File: config.mk
export PLATFORM = sky130hd
export DESIGN_NAME = led_bank_scanner
export DESIGN_NICKNAME = d
export VERILOG_FILES = /design/src/rtl/led_bank_scanner.sv
export SDC_FILE = /design/constraint.sdc
export NUM_CORES = 1
export LEC_CHECK = 0
export CAP_MARGIN = 25
export CORE_AREA = 4 4 139 88
export DETAILED_ROUTE_END_ITERATION = 8
export DIE_AREA = 0 0 143 92
export MAX_ROUTING_LAYER = met4
export SLEW_MARGIN = 15
export SYNTH_ARGS = -nofsm -noshare
export SYNTH_HDL_FRONTEND = slang
export SYNTH_SLANG_ARGS = --single-unit
export TNS_END_PERCENT = 100
File: constraint.sdc
create_clock -name clk -period 3.95 [get_ports clk]
set_input_delay 0.9875 -clock clk [delete_from_list [all_inputs] [get_ports clk]]
set_output_delay 0.9875 -clock clk [all_outputs]
set_load 0.02 [all_outputs]
File: src/rtl/led_bank_scanner.sv
// Time-multiplexed LED bank driver: sequences active-low buffer enables over a shared
// pre-inverted 8-bit bus, with blanking gaps and a req/ack snapshot at each frame start.
module led_bank_scanner #(
    parameter int NUM_BANKS    = 4,
    parameter int DWELL_CYCLES = 1000,
    parameter int BLANK_CYCLES = 16
) (
    input  logic                         clk,
    input  logic                         nrst,
    input  logic                         enable,
    input  logic [NUM_BANKS*8-1:0]       bank_data,
    input  logic                         update_req,
    output logic                         update_ack,
    output logic [7:0]                   led_bus,
    output logic [NUM_BANKS-1:0]         bank_oe_n,
    output logic [$clog2(NUM_BANKS)-1:0] bank_sel,
    output logic                         frame_done
);

    localparam int SEL_W   = $clog2(NUM_BANKS);
    localparam int CNT_MAX = (DWELL_CYCLES > BLANK_CYCLES) ? DWELL_CYCLES : BLANK_CYCLES;
    localparam int CNT_W   = $clog2(CNT_MAX + 1);
    localparam logic [SEL_W-1:0] LAST_BANK = SEL_W'(NUM_BANKS - 1);

    if (NUM_BANKS < 2 || NUM_BANKS > 16) begin : g_bad_banks
        $fatal(1, "led_bank_scanner: NUM_BANKS=%0d outside 2..16", NUM_BANKS);
    end
    if (DWELL_CYCLES < 1) begin : g_bad_dwell
        $fatal(1, "led_bank_scanner: DWELL_CYCLES=%0d must be >= 1", DWELL_CYCLES);
    end
    if (BLANK_CYCLES < 1) begin : g_bad_blank
        $fatal(1, "led_bank_scanner: BLANK_CYCLES=%0d must be >= 1", BLANK_CYCLES);
    end

    typedef enum logic [1:0] {S_IDLE, S_LOAD, S_BLANK, S_DRIVE} state_t;

    state_t               state_q, state_d;
    logic [CNT_W-1:0]     cnt_q, cnt_d;
    logic [SEL_W-1:0]     sel_d;
    logic [7:0]           shadow [NUM_BANKS];
    logic [NUM_BANKS-1:0] oe_d;
    logic                 capture;

    // cnt holds the cycles remaining in the current state after this one
    always_comb begin
        state_d = state_q;
        cnt_d   = cnt_q;
        sel_d   = bank_sel;
        case (state_q)
            S_IDLE: begin
                sel_d = '0;
                cnt_d = '0;
                if (enable) state_d = S_LOAD;
            end
            S_LOAD: begin
                sel_d   = '0;
                state_d = S_BLANK;
                cnt_d   = CNT_W'(BLANK_CYCLES - 1);
            end
            S_BLANK: begin
                if (cnt_q == '0) begin
                    state_d = S_DRIVE;
                    cnt_d   = CNT_W'(DWELL_CYCLES - 1);
                end else begin
                    cnt_d = cnt_q - CNT_W'(1);
                end
            end
            S_DRIVE: begin
                if (cnt_q != '0) begin
                    cnt_d = cnt_q - CNT_W'(1);
                end else if (bank_sel == LAST_BANK) begin
                    sel_d   = '0;
                    cnt_d   = '0;
                    state_d = enable ? S_LOAD : S_IDLE;
                end else begin
                    sel_d   = bank_sel + SEL_W'(1);
                    state_d = S_BLANK;
                    cnt_d   = CNT_W'(BLANK_CYCLES - 1);
                end
            end
            default: begin
                state_d = S_IDLE;
                sel_d   = '0;
                cnt_d   = '0;
            end
        endcase
    end

    always_comb begin
        oe_d = '1;
        if (state_d == S_DRIVE) oe_d[sel_d] = 1'b0;
    end

    assign capture = (state_d == S_LOAD) && update_req;

    // Outputs are registered from the next-state view so they line up with the state they describe
    always_ff @(posedge clk) begin
        if (!nrst) begin
            state_q    <= S_IDLE;
            cnt_q      <= '0;
            bank_sel   <= '0;
            bank_oe_n  <= '1;
            led_bus    <= 8'hFF;
            update_ack <= 1'b0;
            frame_done <= 1'b0;
            for (int k = 0; k < NUM_BANKS; k++) shadow[k] <= '0;
        end else begin
            state_q    <= state_d;
            cnt_q      <= cnt_d;
            bank_sel   <= sel_d;
            bank_oe_n  <= oe_d;
            update_ack <= capture;
            frame_done <= (state_d == S_DRIVE) && (cnt_d == '0) && (sel_d == LAST_BANK);
            led_bus    <= (state_d == S_BLANK || state_d == S_DRIVE) ? ~shadow[sel_d] : 8'hFF;
            if (capture) begin
                for (int k = 0; k < NUM_BANKS; k++) shadow[k] <= bank_data[8*k +: 8];
            end
        end
    end

endmodule

==> key figures, run 1 <==
Die
  – Die Span Y: 92 um
  – Row cnt: 30
  – Die ar.: 13,160 sq um
  – Initial Utilization: 24.27%
  – Die Wd: 143 um
  – Io pins: 52
  – Core footprint: 11,000 sq um

Timing
  – Hold WS: 0.5247 ns
  – Final Cycle Share: 75.60%
  – Final number of max-transition violations: 0
  – Setup_tns: 0 ns
  – Tmin final: 2.986 ns
  – RSZ-0062 raised after global routing: no
  – Fmax: 334.9 MHz
  – Final hold violation count: 0
  – Setup violators final: 0
  – Tightest Pin Transition: 0.8403 ns
  – Worst Skew: 0.005988 ns
  – Relative slew slack: 43.55%

Synthesis
  – Yosys warns: 0
  – Post-synth net total: 264
  – Seq/Total Area, Yosys: 57.01%
  – Netlist cell types: 49
  – FFs w/ async S/R, synth: 0%
  – Average cell area after synthesis: 11.81 sq um
  – Commonest cells post-synth: 35 x and2_1, 32 x edfxtp_1, 28 x dfxtp_1
  – Mapped Cells: 226
  – Top-count cell post-synth: and2_1
  – Top FF cell, synth: edfxtp_1
  – EDFF count, synth: 32
  – Synth Register Bits: 60
  – Ranking of synthesized cells by area: edfxtp_1 36%, dfxtp_1 21%, and2_1 8.2%, mux2i_1 6.0%, o22a_1 2.6%
  – Largest area contributor in the netlist: edfxtp_1
  – Synth Cell Area: 2669 sq um
  – Top-area cell type share of the netlist area: 36.01%

Setup path
  – Worst Path Buf+Inv: 2
  – Worst Setup End Kind: flip-flop
  – Crit path cell chain: inv_1 > ha_1 > or4b_1 > o211ai_1 > nand4_1 > nand3_1 > nand2_1 > buf_12
  – R2R Path Start: cnt_q[0]$_SDFF_PN0_
  – Slowest CP cell: or4b_1
  – Worst setup SP type: flip-flop
  – Slowest stage delay, CP: 0.70 ns
  – Critical Path RT: 4.03 ns
  – CP top delay family: simple AND/OR/NAND/NOR gates
  – R2R setup slack: 0.96 ns
  – Worst Setup Path Type: flip-flop to flip-flop
  – CP Max Fanout: 18
  – Worst r2r dst: shadow[2][2]$_SDFFCE_PN0P_
  – CP Data Arrival Time: 3.06 ns
  – Cell count of the worst reg-to-reg path: 8

CTS
  – Cts repair resizes: 0
  – Hold_buf cts: 0
  – Setup Fix Bufs, Post-CTS: 0
  – Root Driver: clkbuf_16
  – Clk slew on worst S/H paths: 0.05 ns
  – CTS sink cnt: 60
  – CTS tree: done
  – CTS buffer count: 9
  – Clk_lat worst skew: 0.32 ns
  – Clock Tree Buf Depth: 2
  – Htree depth: 3

Layout
  – Non-Filler Instances: 429
  – Nets: 318
  – Final instance area: 3643 sq um
  – Area occupied by multi-input gates: 1070 sq um
  – Register Area: 1521 sq um
  – Share of cells above drive strength 1: 8.070%
  – Fillcell total: 1,095
  – # diodes: 0
  – Layout area overhead: 36.52%

Global routing
  – Antenna violations before repair: 0
  – Total grt overflow: 0
  – GRT Total Usage: 9.770%
  – Largest net degree at the start of global routing: 34
  – Vias in the first global route: 1,888
  – First-pass GRT wire length: 9591 um

Outcome
  – Status: completed

Placement
  – RePlAce Congestion: 0.8441
  – Placed cell areas: 3328 sq um
  – Inst Count DP: 413
  – Number of port buffers: 51
  – DP HPWL: 4450 um

Run
  – Max_cap viols: 0

Pwr
  – Peak VDD IR: 0.0002123 V
  – Internal: 1.414 mW
  – Sw frac: 25.87%
  – Reg power frac: 39.9%
  – P per Cell Area: 523.5 nW/um^2
  – Combinational power share: 17.5%
  – Clock Power Share: 42.6%
  – Net switching power: 0.4935 mW
  – Leak Pwr: 1.310 nW

Hold path
  – Worst Hold Path EP: cnt_q[0]$_SDFF_PN0_
  – Hold Path Depth: 1
  – Hold Path Class: flip-flop to flip-flop
  – Hold path startpoint: cnt_q[0]$_SDFF_PN0_

Routing
  – Antenna violation net count after detailed routing: 0
  – Initial drt markers: 117
  – WL final: 5973 um
  – Routed WL per cell: 13.92 um
  – Drt pass-1 iters: 4
  – Vias: 1,911
  – DRC errors left: 0
  – DR vias/cell: 4.455
[cell usage in the layout, fill, tap and decap left out, drive strengths merged, types with 3 or more instances in the layout]
master and count:
nor3 6, nand3 5, a21oi 6, clkinv 3
mux2i 16, nand2 10, dfxtp 28, clkbuf 9
clkdlybuf4s50 51, and2 35, nor2 8, nand4 5
nand2b 3, inv 8, a31oi 4, edfxtp 32
o22a 8
[through the flow]
step                worst slack, ns  util (%)  power [mW]
global route                 0.6804     33.13       2.004
CTS                          0.9408     33.13       1.930
finish                       0.9637     33.13       1.907
floorplan                     1.260         -      0.9894
global placement              1.037     30.26       1.101
detailed placement           0.9575     30.26       1.103
[logic make-up after synthesis]
| kind of cell | Yosys count | synth area share (%) |
|---|---|---|
| simple gates | 90 | 20.44 |
| fa+ha+maj | 2 | 0.9375 |
| mux | 16 | 6.001 |
| xor+xnor | 3 | 0.9847 |
| compound gates | 39 | 11.72 |
| buf+inv | 16 | 2.907 |
| flops | 60 | 57.01 |
[worst max path at each step]
stage | endpoint | cells after the start | start
2_1_floorplan | shadow[0][0]$_SDFFCE_PN0P_ | 8 | cnt_q[0]$_SDFF_PN0_
3_3_place_gp | shadow[0][4]$_SDFFCE_PN0P_ | 6 | enable
3_5_place_dp | shadow[1][4]$_SDFFCE_PN0P_ | 8 | cnt_q[0]$_SDFF_PN0_
4_1_cts | shadow[2][6]$_SDFFCE_PN0P_ | 8 | cnt_q[0]$_SDFF_PN0_
5_1_grt | shadow[2][6]$_SDFFCE_PN0P_ | 8 | cnt_q[0]$_SDFF_PN0_
6_report | shadow[2][2]$_SDFFCE_PN0P_ | 8 | cnt_q[0]$_SDFF_PN0_
[state kept, by name (all words and copies together), names as in the netlist]
signal	cells
shadow	32
cnt_q	10
led_bus	8
bank_oe_n	4
bank_sel	2
state_q	2
frame_done	1
update_ack	1
[power by group through the flow]
| stage | combinational, mW | sequential [mW] | clock (mW) |
|---|---|---|---|
| floorplan | 0.224 | 0.765 | 0 |
| global placement | 0.330 | 0.771 | 0 |
| detailed placement | 0.330 | 0.773 | 0 |
| CTS | 0.333 | 0.760 | 0.837 |
| global route | 0.371 | 0.769 | 0.864 |
| finish | 0.334 | 0.760 | 0.813 |
[per-layer routing]
layer | GRT usage [%] | routed length (um) | vias to the layer above
met5 | - | 0 | -
met4 | 3.402 | 86 | 0
met3 | 3.804 | 309 | 9
met2 | 12.66 | 2574 | 62
met1 | 13.66 | 3004 | 889
li1 | - | - | 951
[area by class of cell]
type	instances	share of cell area, %
clock buffer	9	6.181
clock inverter	7	2.473
inverter	7	0.7212
multi-input combinational	150	29.36
sequential	60	41.76
tap	144	4.945
timing repair buffer	52	14.56
Note: power is estimated with default switching activity, not from simulation.
==> run 2, diff against run 1 <==
==> constraint.sdc (replaced) <==
create_clock -name clk -period 2.8 [get_ports clk]
set_input_delay 0.7 -clock clk [delete_from_list [all_inputs] [get_ports clk]]
set_output_delay 0.7 -clock clk [all_outputs]
set_load 0.02 [all_outputs]
==> run 2 against run 1 <==
Sequential power grew 39%. Routed wire length increased by 4.6%. Clock power rose by 57%. Final area rose by 2.6%. Clock skew shrank 0.00067 ns. Total power increased by 50%. Hold slack gained 0.0049 ns. Sequential share of layout area decreased by 1.1 points. Critical path type unchanged. Critical endpoint is now shadow[3][7]$_SDFFCE_PN0P_. Largest cell class unchanged. Highest routed layer unchanged.
==> key figures, run 2 (synthesized netlist as in run 1, its figures left out) <==
Routing
  – Vias: 1,974
  – Drt pass-1 iters: 4
  – Antenna violation net count after detailed routing: 0
  – DR vias/cell: 4.517
  – WL final: 6249 um
  – DRC errors left: 0
  – Routed WL per cell: 14.30 um
  – Initial drt markers: 190

Timing
  – Relative slew slack: 56.46%
  – Setup violators final: 0
  – Fmax: 382.1 MHz
  – RSZ-0062 raised after global routing: no
  – Worst Skew: 0.005317 ns
  – Tightest Pin Transition: 0.6481 ns
  – Setup_tns: 0 ns
  – Final hold violation count: 0
  – Final number of max-transition violations: 0
  – Final Cycle Share: 93.46%
  – Tmin final: 2.617 ns
  – Post-route setup slack: 0.1832 ns

Die
  – Die Wd: 143 um
  – Core footprint: 11,000 sq um
  – Die ar.: 13,160 sq um
  – Io pins: 52
  – Die Span Y: 92 um
  – Initial Utilization: 24.27%
  – Row cnt: 30

Layout
  – Most frequent cells in the layout: 51 x clkdlybuf4s50_1, 35 x and2_1, 32 x edfxtp_1
  – # diodes: 0
  – Commonest non-fill, non-tap cell in the layout: clkdlybuf4s50_1
  – Fillcell total: 1,100
  – Final instance area: 3739 sq um
  – Nets: 326
  – Regs by FF count: shadow (32), cnt_q (10), led_bus (8)
  – Share of cells above drive strength 1: 11.26%
  – Max reg flops: 32
  – Most flops, register: shadow
  – Layout area overhead: 40.08%
  – Register Area: 1521 sq um
  – Area occupied by multi-input gates: 1071 sq um

CTS
  – CTS sink cnt: 60
  – CTS buffer count: 9
  – Clock Tree Buf Depth: 2
  – Clk_lat worst skew: 0.33 ns
  – Htree depth: 3
  – Clk slew on worst S/H paths: 0.06 ns
  – Setup Fix Bufs, Post-CTS: 0
  – Hold_buf cts: 0
  – CTS tree: done
  – Root Driver: clkbuf_16

Global routing
  – Vias in the first global route: 1,986
  – Antenna violations before repair: 0
  – First-pass GRT wire length: 10,160 um
  – Total grt overflow: 0
  – GRT Total Usage: 10.35%
  – Largest net degree at the start of global routing: 34

Hold path
  – Hold Path Class: flip-flop to flip-flop

Pwr
  – Peak VDD IR: 0.0002932 V
  – Internal: 2.131 mW
  – Sw frac: 25.73%
  – Net switching power: 0.7383 mW
  – Clock Power Share: 44.5%
  – Reg power frac: 37.0%
  – P per Cell Area: 767.4 nW/um^2
  – Combinational power share: 18.6%
  – Leak Pwr: 1.360 nW
  – Total power: 2.869 mW

Placement
  – DP HPWL: 4578 um
  – Pre-CTS WS: 0.06501 ns
  – Placed cell areas: 3388 sq um
  – RePlAce Congestion: 0.8599
  – Number of port buffers: 51

Run
  – Max_cap viols: 0

Setup path
  – Worst Setup End Kind: flip-flop
  – CP Data Arrival Time: 2.69 ns
  – Critical Path RT: 2.87 ns
  – Worst setup SP type: flip-flop
  – CP Max Fanout: 33
  – Worst Setup Path Type: flip-flop to flip-flop

Outcome
  – Status: completed
==> run 2: power by group through the flow <==
stage / combinational [mW] / sequential, mW / clock (mW)
4_1_cts: 0.527 / 1.06 / 1.31
5_1_grt: 0.581 / 1.07 / 1.35
3_3_place_gp: 0.525 / 1.07 / 0
2_1_floorplan: 0.316 / 1.08 / 0
6_report: 0.533 / 1.06 / 1.28
3_5_place_dp: 0.522 / 1.08 / 0
==> run 2: worst paths after layout <==
kind | startpoint | to | slack (ns) | depth (start not counted)
worst min-delay path | cnt_q[0]$_SDFF_PN0_ | cnt_q[0]$_SDFF_PN0_ | 0.53 | 1
worst max register to register | cnt_q[0]$_SDFF_PN0_ | shadow[3][7]$_SDFFCE_PN0P_ | 0.18 | 7
worst max-delay path | cnt_q[0]$_SDFF_PN0_ | shadow[3][7]$_SDFFCE_PN0P_ | 0.18 | 7
worst min register to register | cnt_q[0]$_SDFF_PN0_ | cnt_q[0]$_SDFF_PN0_ | 0.53 | 1
==> run 2: final cells by class <==
type,instances,area share [%]
Clock inverter,7,3.313
Timing Repair Buffer,60,15.80
Sequential cell,60,40.70
Tap cell,144,4.819
Multi-Input combinational cell,150,28.65
Clock buffer,9,6.024
Inverter,7,0.7028
==> run 2: layer usage <==
| layer | vias up | GRT usage [%] | wire length (um) |
|---|---|---|---|
| li1 | 969 | - | - |
| met1 | 912 | 14.40 | 3070 |
| met2 | 82 | 13.67 | 2624 |
| met3 | 11 | 4.065 | 472 |
| met4 | 0 | 3.165 | 81 |
| met5 | - | - | 0 |
==> run 2: critical path: stages (launching register included) <==
cell	delay (ns)
dfxtp_1	0.36
inv_1	0.08
ha_1	0.22
or4b_1	0.65
o211ai_1	0.24
nand4_1	0.25
and4_4	0.36
and2_1	0.20
==> run 2: stage by stage <==
stage               cells  hold slack (ns)  util, %
global route          437           0.5753    33.99
CTS                   437           0.5229    33.98
floorplan             226           0.4751        -
detailed placement    421           0.5102    30.81
global placement      421           0.5055    30.81
finish                437           0.5296    33.99
==> run 2: what timing repair did <==
| action | 4_1_cts | 5_1_grt |
|---|---|---|
| gates resized for setup | 0 | 1 |
| setup endpoints to repair | 0 | 6 |
| hold endpoints to repair | 0 | 0 |
